[config.mk]
export PLATFORM = sky130hd
export DESIGN_NAME = fetch_unit
export DESIGN_NICKNAME = d
export VERILOG_FILES = /design/src/rtl/fetch_pkg.sv /design/src/rtl/fetch_rsp_buf.sv /design/src/rtl/fetch_unit.sv
export SDC_FILE = /design/constraint.sdc
export NUM_CORES = 1
export LEC_CHECK = 0
export ABC_AREA = 1
export CELL_PAD_IN_SITES_DETAIL_PLACEMENT = 1
export CELL_PAD_IN_SITES_GLOBAL_PLACEMENT = 1
export CORE_ASPECT_RATIO = 0.7
export CORE_MARGIN = 10
export CORE_UTILIZATION = 32
export DETAILED_ROUTE_END_ITERATION = 6
export GPL_ROUTABILITY_DRIVEN = 0
export PLACE_DENSITY = 0.89
export SLEW_MARGIN = 0
export SYNTH_ARGS = -nofsm -noshare
export SYNTH_HDL_FRONTEND = slang
export SYNTH_SLANG_ARGS = --single-unit
[constraint.sdc]
create_clock -name clk -period 1.81 [get_ports clk]
set_input_delay 0.362 -clock clk [delete_from_list [all_inputs] [get_ports clk]]
set_output_delay 0.362 -clock clk [all_outputs]
set_load 0.02 [all_outputs]
[src/rtl/fetch_pkg.sv]
// Shared fetch definitions: instruction constants, controller select encodings
// (pc_sel / instr_sel, also used by the controller) and the fetch FSM state type.
package fetch_pkg;

  localparam int unsigned XLEN = 32;

  localparam logic [XLEN-1:0] NOP     = 32'h0000_0013;
  localparam logic [XLEN-1:0] PC_STEP = 32'd4;

  // pc_sel encodings
  localparam logic [1:0] PC_SEL_NEXT     = 2'b00;
  localparam logic [1:0] PC_SEL_REDIRECT = 2'b01;
  localparam logic [1:0] PC_SEL_HOLD     = 2'b10;
  localparam logic [1:0] PC_SEL_NEXT_ALT = 2'b11;

  // instr_sel encodings
  localparam logic [1:0] INSTR_SEL_TAKE   = 2'b00;
  localparam logic [1:0] INSTR_SEL_REPLAY = 2'b01;
  localparam logic [1:0] INSTR_SEL_FLUSH  = 2'b10;

  typedef enum logic [1:0] {
    BOOT    = 2'd0,
    ISSUE   = 2'd1,
    WAIT    = 2'd2,
    DISCARD = 2'd3
  } fetch_state_t;

  // Force an address onto a word boundary.
  function automatic logic [XLEN-1:0] align_word(input logic [XLEN-1:0] addr);
    return addr & ~XLEN'(3);
  endfunction

endpackage

[src/rtl/fetch_rsp_buf.sv]
// One-entry skid buffer holding a fetched instruction and its PC while the
// pipeline is frozen.
// Ports: clk, rst (sync, active-low), push/pop/clear controls,
//        push_instr/push_pc write data, full flag, instr/pc stored entry.
// Priority: clear > push > pop.
module fetch_rsp_buf
  import fetch_pkg::*;
(
  input  logic            clk,
  input  logic            rst,
  input  logic            push,
  input  logic            pop,
  input  logic            clear,
  input  logic [XLEN-1:0] push_instr,
  input  logic [XLEN-1:0] push_pc,
  output logic            full,
  output logic [XLEN-1:0] instr,
  output logic [XLEN-1:0] pc
);

  always_ff @(posedge clk) begin
    if (!rst) begin
      full  <= 1'b0;
      instr <= NOP;
      pc    <= '0;
    end else if (clear) begin
      full <= 1'b0;
    end else if (push) begin
      full  <= 1'b1;
      instr <= push_instr;
      pc    <= push_pc;
    end else if (pop) begin
      full <= 1'b0;
    end
  end

endmodule

[src/rtl/fetch_unit.sv]
// IF stage: owns the fetch PC, issues single-outstanding instruction-memory
// requests and feeds pc_ID/instr_ID to decode.
// Ports: clk, rst (sync, active-low); controller pc_sel/instr_sel/target_pc,
//        pipe_stall; imem bus im_req_valid/im_req_ready/im_addr,
//        im_rsp_valid/im_rsp_data; fetch_stall, pc_ID, instr_ID;
//        perf_fetch/perf_discard/perf_stall.
// Build option: FETCH_PERF_CNT_EN adds saturating performance counters;
//               without it the perf outputs are tied to zero.
module fetch_unit
  import fetch_pkg::*;
#(
  parameter logic [XLEN-1:0] RESET_PC = 32'h0000_0000
) (
  input  logic            clk,
  input  logic            rst,
  input  logic [1:0]      pc_sel,
  input  logic [1:0]      instr_sel,
  input  logic [XLEN-1:0] target_pc,
  input  logic            pipe_stall,
  output logic            im_req_valid,
  input  logic            im_req_ready,
  output logic [XLEN-1:0] im_addr,
  input  logic            im_rsp_valid,
  input  logic [XLEN-1:0] im_rsp_data,
  output logic            fetch_stall,
  output logic [XLEN-1:0] pc_ID,
  output logic [XLEN-1:0] instr_ID,
  output logic [XLEN-1:0] perf_fetch,
  output logic [XLEN-1:0] perf_discard,
  output logic [XLEN-1:0] perf_stall
);

  fetch_state_t    state_q, state_d;
  logic [XLEN-1:0] pc_q, pc_d;
  logic [XLEN-1:0] pc_id_q, pc_id_d;
  logic [XLEN-1:0] instr_id_q, instr_id_d;

  logic            buf_push, buf_pop, buf_clear, buf_full;
  logic [XLEN-1:0] buf_instr, buf_pc;

  logic            redirect, advance, req_fire, rsp_in, avail, consume;
  logic [XLEN-1:0] new_instr, new_pc;

  fetch_rsp_buf u_rsp_buf (
    .clk        (clk),
    .rst        (rst),
    .push       (buf_push),
    .pop        (buf_pop),
    .clear      (buf_clear),
    .push_instr (im_rsp_data),
    .push_pc    (pc_q),
    .full       (buf_full),
    .instr      (buf_instr),
    .pc         (buf_pc)
  );

  assign redirect = (pc_sel == PC_SEL_REDIRECT);
  assign advance  = (pc_sel == PC_SEL_NEXT) || (pc_sel == PC_SEL_NEXT_ALT);

  // A held PC (load-use) also holds back the request.
  assign im_req_valid = (state_q == ISSUE) && (pc_sel != PC_SEL_HOLD);
  assign im_addr      = pc_q;
  assign req_fire     = im_req_valid && im_req_ready;

  // While the buffer is full there is no outstanding request, so the bus is ignored.
  assign rsp_in    = (state_q == WAIT) && !buf_full && im_rsp_valid;
  assign avail     = buf_full || rsp_in;
  assign new_instr = buf_full ? buf_instr : im_rsp_data;
  assign new_pc    = buf_full ? buf_pc : pc_q;
  assign consume   = avail && !pipe_stall && advance && (instr_sel == INSTR_SEL_TAKE);

  assign fetch_stall = !avail;

  // Next-state, PC, ID register and buffer control.
  always_comb begin
    state_d    = state_q;
    pc_d       = pc_q;
    pc_id_d    = pc_id_q;
    instr_id_d = instr_id_q;
    buf_push   = 1'b0;
    buf_pop    = 1'b0;
    buf_clear  = 1'b0;

    if (redirect) begin
      pc_d      = align_word(target_pc);
      buf_clear = 1'b1;
      if (!pipe_stall) instr_id_d = NOP;
      // Anything still in flight at the old address must be dropped.
      case (state_q)
        ISSUE:   state_d = req_fire ? DISCARD : ISSUE;
        WAIT:    state_d = (buf_full || im_rsp_valid) ? ISSUE : DISCARD;
        DISCARD: state_d = im_rsp_valid ? ISSUE : DISCARD;
        default: state_d = ISSUE;
      endcase
    end else begin
      if (!pipe_stall) begin
        case (instr_sel)
          INSTR_SEL_FLUSH:  instr_id_d = NOP;
          INSTR_SEL_REPLAY: instr_id_d = instr_id_q;
          default: begin
            if (consume) begin
              instr_id_d = new_instr;
              pc_id_d    = new_pc;
            end
          end
        endcase
      end

      case (state_q)
        BOOT:  state_d = ISSUE;
        ISSUE: if (req_fire) state_d = WAIT;
        WAIT: begin
          if (consume) begin
            pc_d    = pc_q + PC_STEP;
            buf_pop = buf_full;
            state_d = ISSUE;
          end else if (rsp_in) begin
            buf_push = 1'b1;
          end
        end
        DISCARD: if (im_rsp_valid) state_d = ISSUE;
        default: state_d = BOOT;
      endcase
    end
  end

  // State, PC and ID registers.
  always_ff @(posedge clk) begin
    if (!rst) begin
      state_q    <= BOOT;
      pc_q       <= RESET_PC;
      pc_id_q    <= '0;
      instr_id_q <= NOP;
    end else begin
      state_q    <= state_d;
      pc_q       <= pc_d;
      pc_id_q    <= pc_id_d;
      instr_id_q <= instr_id_d;
    end
  end

  assign pc_ID    = pc_id_q;
  assign instr_ID = instr_id_q;

`ifdef FETCH_PERF_CNT_EN
  logic            drop_rsp;
  logic [XLEN-1:0] cnt_fetch_q, cnt_discard_q, cnt_stall_q;

  // Responses lost to a redirect: arriving in DISCARD, arriving alongside a
  // redirect, or sitting in the buffer when it is cleared.
  assign drop_rsp = ((state_q == DISCARD) && im_rsp_valid) ||
                    (redirect && (buf_full || rsp_in));

  // Saturating event counters.
  always_ff @(posedge clk) begin
    if (!rst) begin
      cnt_fetch_q   <= '0;
      cnt_discard_q <= '0;
      cnt_stall_q   <= '0;
    end else begin
      if (consume && (cnt_fetch_q != '1))    cnt_fetch_q   <= cnt_fetch_q + XLEN'(1);
      if (drop_rsp && (cnt_discard_q != '1)) cnt_discard_q <= cnt_discard_q + XLEN'(1);
      if (fetch_stall && (cnt_stall_q != '1)) cnt_stall_q  <= cnt_stall_q + XLEN'(1);
    end
  end

  assign perf_fetch   = cnt_fetch_q;
  assign perf_discard = cnt_discard_q;
  assign perf_stall   = cnt_stall_q;
`else
  assign perf_fetch   = '0;
  assign perf_discard = '0;
  assign perf_stall   = '0;
`endif

endmodule

==> results.md <==
GRT:
- The number of antenna violations at the first check in global routing came to 1.
- Global routing consumed, over all layers together, 18.5% of the routing resources.
- The via count of the first global-routing pass is 8495.
- Entering global routing, the biggest net connects 94 pins.
- The global-route congestion overflow total is 0.
- The first global-routing pass estimated 47900 um of wire.

Flow run:
- Max-cap violations in this run came to 0.

STA:
- The number of endpoints failing setup at the final stage is 0.
- For the pin with the worst max-slew slack, the measured transition is 0.572 ns.
- For the final routed database, the setup TNS stands at 0 ns.
- Measured against its own limit, the worst slew margin works out to 61.9%.
- The number of failing hold endpoints at the final stage is 0.
- For this run, the top clock speed supported by timing is 0.560 GHz.
- Setup repair after global routing could not meet its margin everywhere.
- The final clock period utilization by the worst path is 98.6%.
- On the final layout, the worst clock skew is 0.00955 ns.
- The number of max-slew violations in the final report is 0.
- After layout, the minimum clock period comes to 1.78 ns.

Route:
- The total number of vias is 8216.
- The first-pass iteration count of the detailed router is 5.
- The post-detailed-routing wire length is 31500 um.
- In the final routed layout, each cell accounts on average for 18.7 um.
- The number of remaining DRC errors is 0.
- The count of nets left with antenna violations once routing finished came out at 0.
- The detailed router finished its first iteration with 615 violations.
- After detailed routing, the number of vias per cell comes to 4.87.

Worst hold path:
- The classification of the worst-slack hold path is in -> reg.

Logic synthesis:
- The post-synthesis instance area is 8180 um^2.
- The synthesized instance count is 1183.
- The synthesized netlist devotes 19.1% of its cell area to compound gates.
- In this run, synthesis inferred 0 flip-flops with an integrated enable.
- The synthesis-stage register bit count is 157.
- The largest family of logic cells by synthesized area is simple AND/OR/NAND/NOR gates.
- The XOR/XNOR share of the synthesized area is 1.18%.
- For this run, the number of Yosys warnings is 0.
- The share of synthesized cell area in full adder, half adder and majority cells is 0.918%.
- The most used flip-flop cell after synthesis is sky130_fd_sc_hd__dfxtp_1.
- The synthesized-area fraction occupied by and/or/nand/nor cells is 23.1%.
- In the synthesized netlist the async set-or-reset flop fraction comes to 0%.
- The unique cell type count in the Yosys netlist is 36.
- The register area share after synthesis is 38.4%.
- The share of synthesized area spent on multiplexers is 0%.
- Each instance of the synthesized netlist takes up on average 6.91 um^2.

Floorplan:
- After floorplanning, the core was divided into 48 placement rows.
- The core area is 24900 um^2.
- For this configuration, the core starts out at a cell density of 32.8%.
- The number of top-level design ports is 267.
- The die is 211 um wide.
- The floorplan step set the die height to 154 um.
- The floorplan step defined a die boundary enclosing 32500 um^2.

CTS:
- TritonCTS built the clock tree.
- The clock transition at the register clock pins on the worst setup and hold paths after CTS is 0.07 ns.
- Clock tree synthesis inserted a total of 17 buffers.
- The root buffer selected by CTS is sky130_fd_sc_hd__clkbuf_16.
- CTS saw 157 sinks.
- The total number of H-tree levels is 4.
- The maximum clock path buffer count is 2.
- The latest clock arrival within the worst-skew pair is 0.44 ns.

Pwr:
- The power density normalized to cell area is 861 nW/um^2.
- The analysis attributes to net switching a power of 2.98 mW.
- The switching share of total power is 32.2%.
- The relative contribution of combinational cells to total power is 18.7%.
- Internal power comes to 6.28 mW.
- The maximum vdd drop is 0.000667 V.
- Of the total power, the clock network draws 40.1%.
- The fraction of power consumed by sequential logic is 41.2%.
- The standby leakage power is 4.81 nW.

Critical path:
- The kind of cell with the highest combined delay along the critical path is buffers and inverters.
- Data on the critical path arrives at its endpoint at 1.42 ns.
- The number of buffers and inverters on the critical path is 1.
- The capturing element type of the critical path is a primary output.
- Data on the critical path is required at its endpoint by 1.45 ns.
- Walking the worst path, the cells encountered are clkdlybuf4s50_1.
- STA classifies the critical path startpoint as a flop.
- In this design, the stage delay of the slowest critical-path cell is 0.65 ns.
- The slowest cell on the critical path is sky130_fd_sc_hd__clkdlybuf4s50_1.
- The category of the critical setup timing path is reg -> out.
- The highest net fanout along the worst path is 2.

Finish:
- Cells with a size suffix above 1 make up 9.54% of the layout.
- The area growth from synthesis to layout is 31.5%.
- The final cell area excluding filler cells is 10800 um^2.
- In the final design database the tool counted 1428 nets.

Placement:
- The placement-stage cell area is 9950 um^2.
- Port buffering added 164 buffers.
- Once detailed placement completed, the half-perimeter wirelength came to 22700 um.

Status:
- The run finished with clean final reports.
==> stage by stage <==
| step | util, % | worst slack (ns) | power (mW) | hold slack [ns] | instances |
|---|---|---|---|---|---|
| after CTS | 42.3 | 0.00130 | 9.27 | 0.459 | 1681 |
| after global routing | 43.1 | -0.0547 | 9.71 | 0.484 | 1688 |
| after detailed placement | 39.9 | -0.506 | 5.55 | 0.448 | 1644 |
| after floorplan | - | 0.154 | 5.02 | 0.430 | 1282 |
| after global placement | 39.9 | -0.437 | 5.48 | 0.439 | 1644 |
| final | 43.1 | 0.0254 | 9.26 | 0.450 | 1688 |
==> Yosys cell counts (3+ instances only) <==
cell type | n | share of area, %
sky130_fd_sc_hd__nand2_1 | 218 | 10
sky130_fd_sc_hd__dfxtp_1 | 157 | 38
sky130_fd_sc_hd__nor2_1 | 151 | 6.9
sky130_fd_sc_hd__o21ai_0 | 138 | 8.4
sky130_fd_sc_hd__a21oi_1 | 127 | 7.8
sky130_fd_sc_hd__buf_4 | 101 | 9.3
sky130_fd_sc_hd__inv_1 | 71 | 3.3
sky130_fd_sc_hd__nand3_1 | 63 | 3.9
sky130_fd_sc_hd__clkbuf_1 | 31 | 1.4
sky130_fd_sc_hd__buf_2 | 27 | 1.7
sky130_fd_sc_hd__o21ai_1 | 26 | 1.6
sky130_fd_sc_hd__xor2_1 | 10 | 1.1
sky130_fd_sc_hd__buf_6 | 9 | 1.2
sky130_fd_sc_hd__a31oi_1 | 6 | 0.46
sky130_fd_sc_hd__ha_1 | 6 | 0.92
sky130_fd_sc_hd__nor2_2 | 6 | 0.46
sky130_fd_sc_hd__nand2_2 | 4 | 0.31
sky130_fd_sc_hd__clkbuf_2 | 3 | 0.18
sky130_fd_sc_hd__nand3_2 | 3 | 0.37
sky130_fd_sc_hd__nand4_1 | 3 | 0.23
sky130_fd_sc_hd__nor2_4 | 3 | 0.41
==> cell families (layout without fill, tap and decap cells) <==
logic type / count (synthesis) / count (layout)
flip-flops: 157 / 157
adder cells (fa/ha/maj): 6 / 6
XOR/XNOR: 11 / 11
AO/OA/AOI/OAI: 305 / 305
other: 1 / 101
AND/OR/NAND/NOR: 457 / 457
buffers and inverters: 246 / 326
==> final timing paths <==
| path | endpoint | depth (start not counted) | slack [ns] | from |
|---|---|---|---|---|
| setup / recovery | instr_ID[0] | 1 | 0.03 | instr_ID[0] |
| hold / removal | pc_ID[6] | 4 | 0.45 | rst |
| hold reg to reg | u_rsp_buf.instr[8] | 2 | 0.46 | u_rsp_buf.instr[8] |
| setup reg to reg | im_addr[31] | 9 | 0.10 | im_addr[19] |
==> layout by cell type, fill, tap and decap left out, types with 3 or more instances in the layout <==
cell type	count
sky130_fd_sc_hd__nor2_2	7
sky130_fd_sc_hd__nand3_1	63
sky130_fd_sc_hd__inv_8	4
sky130_fd_sc_hd__dfxtp_1	151
sky130_fd_sc_hd__nand2_1	218
sky130_fd_sc_hd__a21oi_1	126
sky130_fd_sc_hd__o21ai_0	130
sky130_fd_sc_hd__buf_12	14
sky130_fd_sc_hd__nand4_1	3
sky130_fd_sc_hd__ha_1	5
sky130_fd_sc_hd__inv_1	68
sky130_fd_sc_hd__inv_2	4
sky130_fd_sc_hd__nor2_1	149
sky130_fd_sc_hd__clkdlybuf4s50_1	89
sky130_fd_sc_hd__dlygate4sd2_1	44
sky130_fd_sc_hd__inv_6	5
sky130_fd_sc_hd__nand2_2	4
sky130_fd_sc_hd__conb_1	100
sky130_fd_sc_hd__xor2_1	10
sky130_fd_sc_hd__clkbuf_16	19
sky130_fd_sc_hd__a21oi_2	3
sky130_fd_sc_hd__dfxtp_2	5
sky130_fd_sc_hd__clkinv_4	3
sky130_fd_sc_hd__buf_4	39
sky130_fd_sc_hd__a31oi_1	6
sky130_fd_sc_hd__nor2_4	4
sky130_fd_sc_hd__dlymetal6s2s_1	28
sky130_fd_sc_hd__nand3_2	3
sky130_fd_sc_hd__o21ai_1	33
==> layer usage <==
metal	part of all wire (%)	vias to the layer above	global-route usage, %
li1	-	3970	-
met1	46	4028	24.3
met2	47	194	29.5
met3	5.8	24	4.63
met4	1.2	0	5.09
met5	0	-	0
==> power by group through the flow <==
stage / combinational (mW) / clock [mW] / sequential (mW)
floorplan: 1.06 / 0 / 3.96
CTS: 1.67 / 3.79 / 3.81
global placement: 1.61 / 0 / 3.87
detailed placement: 1.67 / 0 / 3.89
global route: 1.90 / 3.97 / 3.84
finish: 1.73 / 3.72 / 3.82
==> worst min-delay path, cell delays in order <==
cell and delay (ns):
sky130_fd_sc_hd__buf_2 0.11, sky130_fd_sc_hd__clkinv_1 0.07, sky130_fd_sc_hd__buf_12 0.23, sky130_fd_sc_hd__a21oi_1 0.06
==> state kept, by name, indices dropped and copies added (netlist names) <==
register,cells
state_q,2
u_rsp_buf.full,1
u_rsp_buf.instr,32
u_rsp_buf.pc,30
pc_ID,30
instr_ID,32
im_addr,30
==> cell type report <==
type	count	area [um^2]
antenna	1	2.50
clock buffer	17	425
clock inverter	15	174
fill	3097	14200
inverter	75	293
multi-input combinational	879	4030
sequential	157	3150
tap	325	407
timing repair buffer	219	2270
==> what timing repair did <==
action	CTS	global route
buffers inserted	5	4
pin swaps	7	15
resized for setup	53	49
endpoints found under the setup margin	60	88
hold buffers	0	0
gates cloned	0	2
Note: power is estimated with default switching activity, not from simulation.
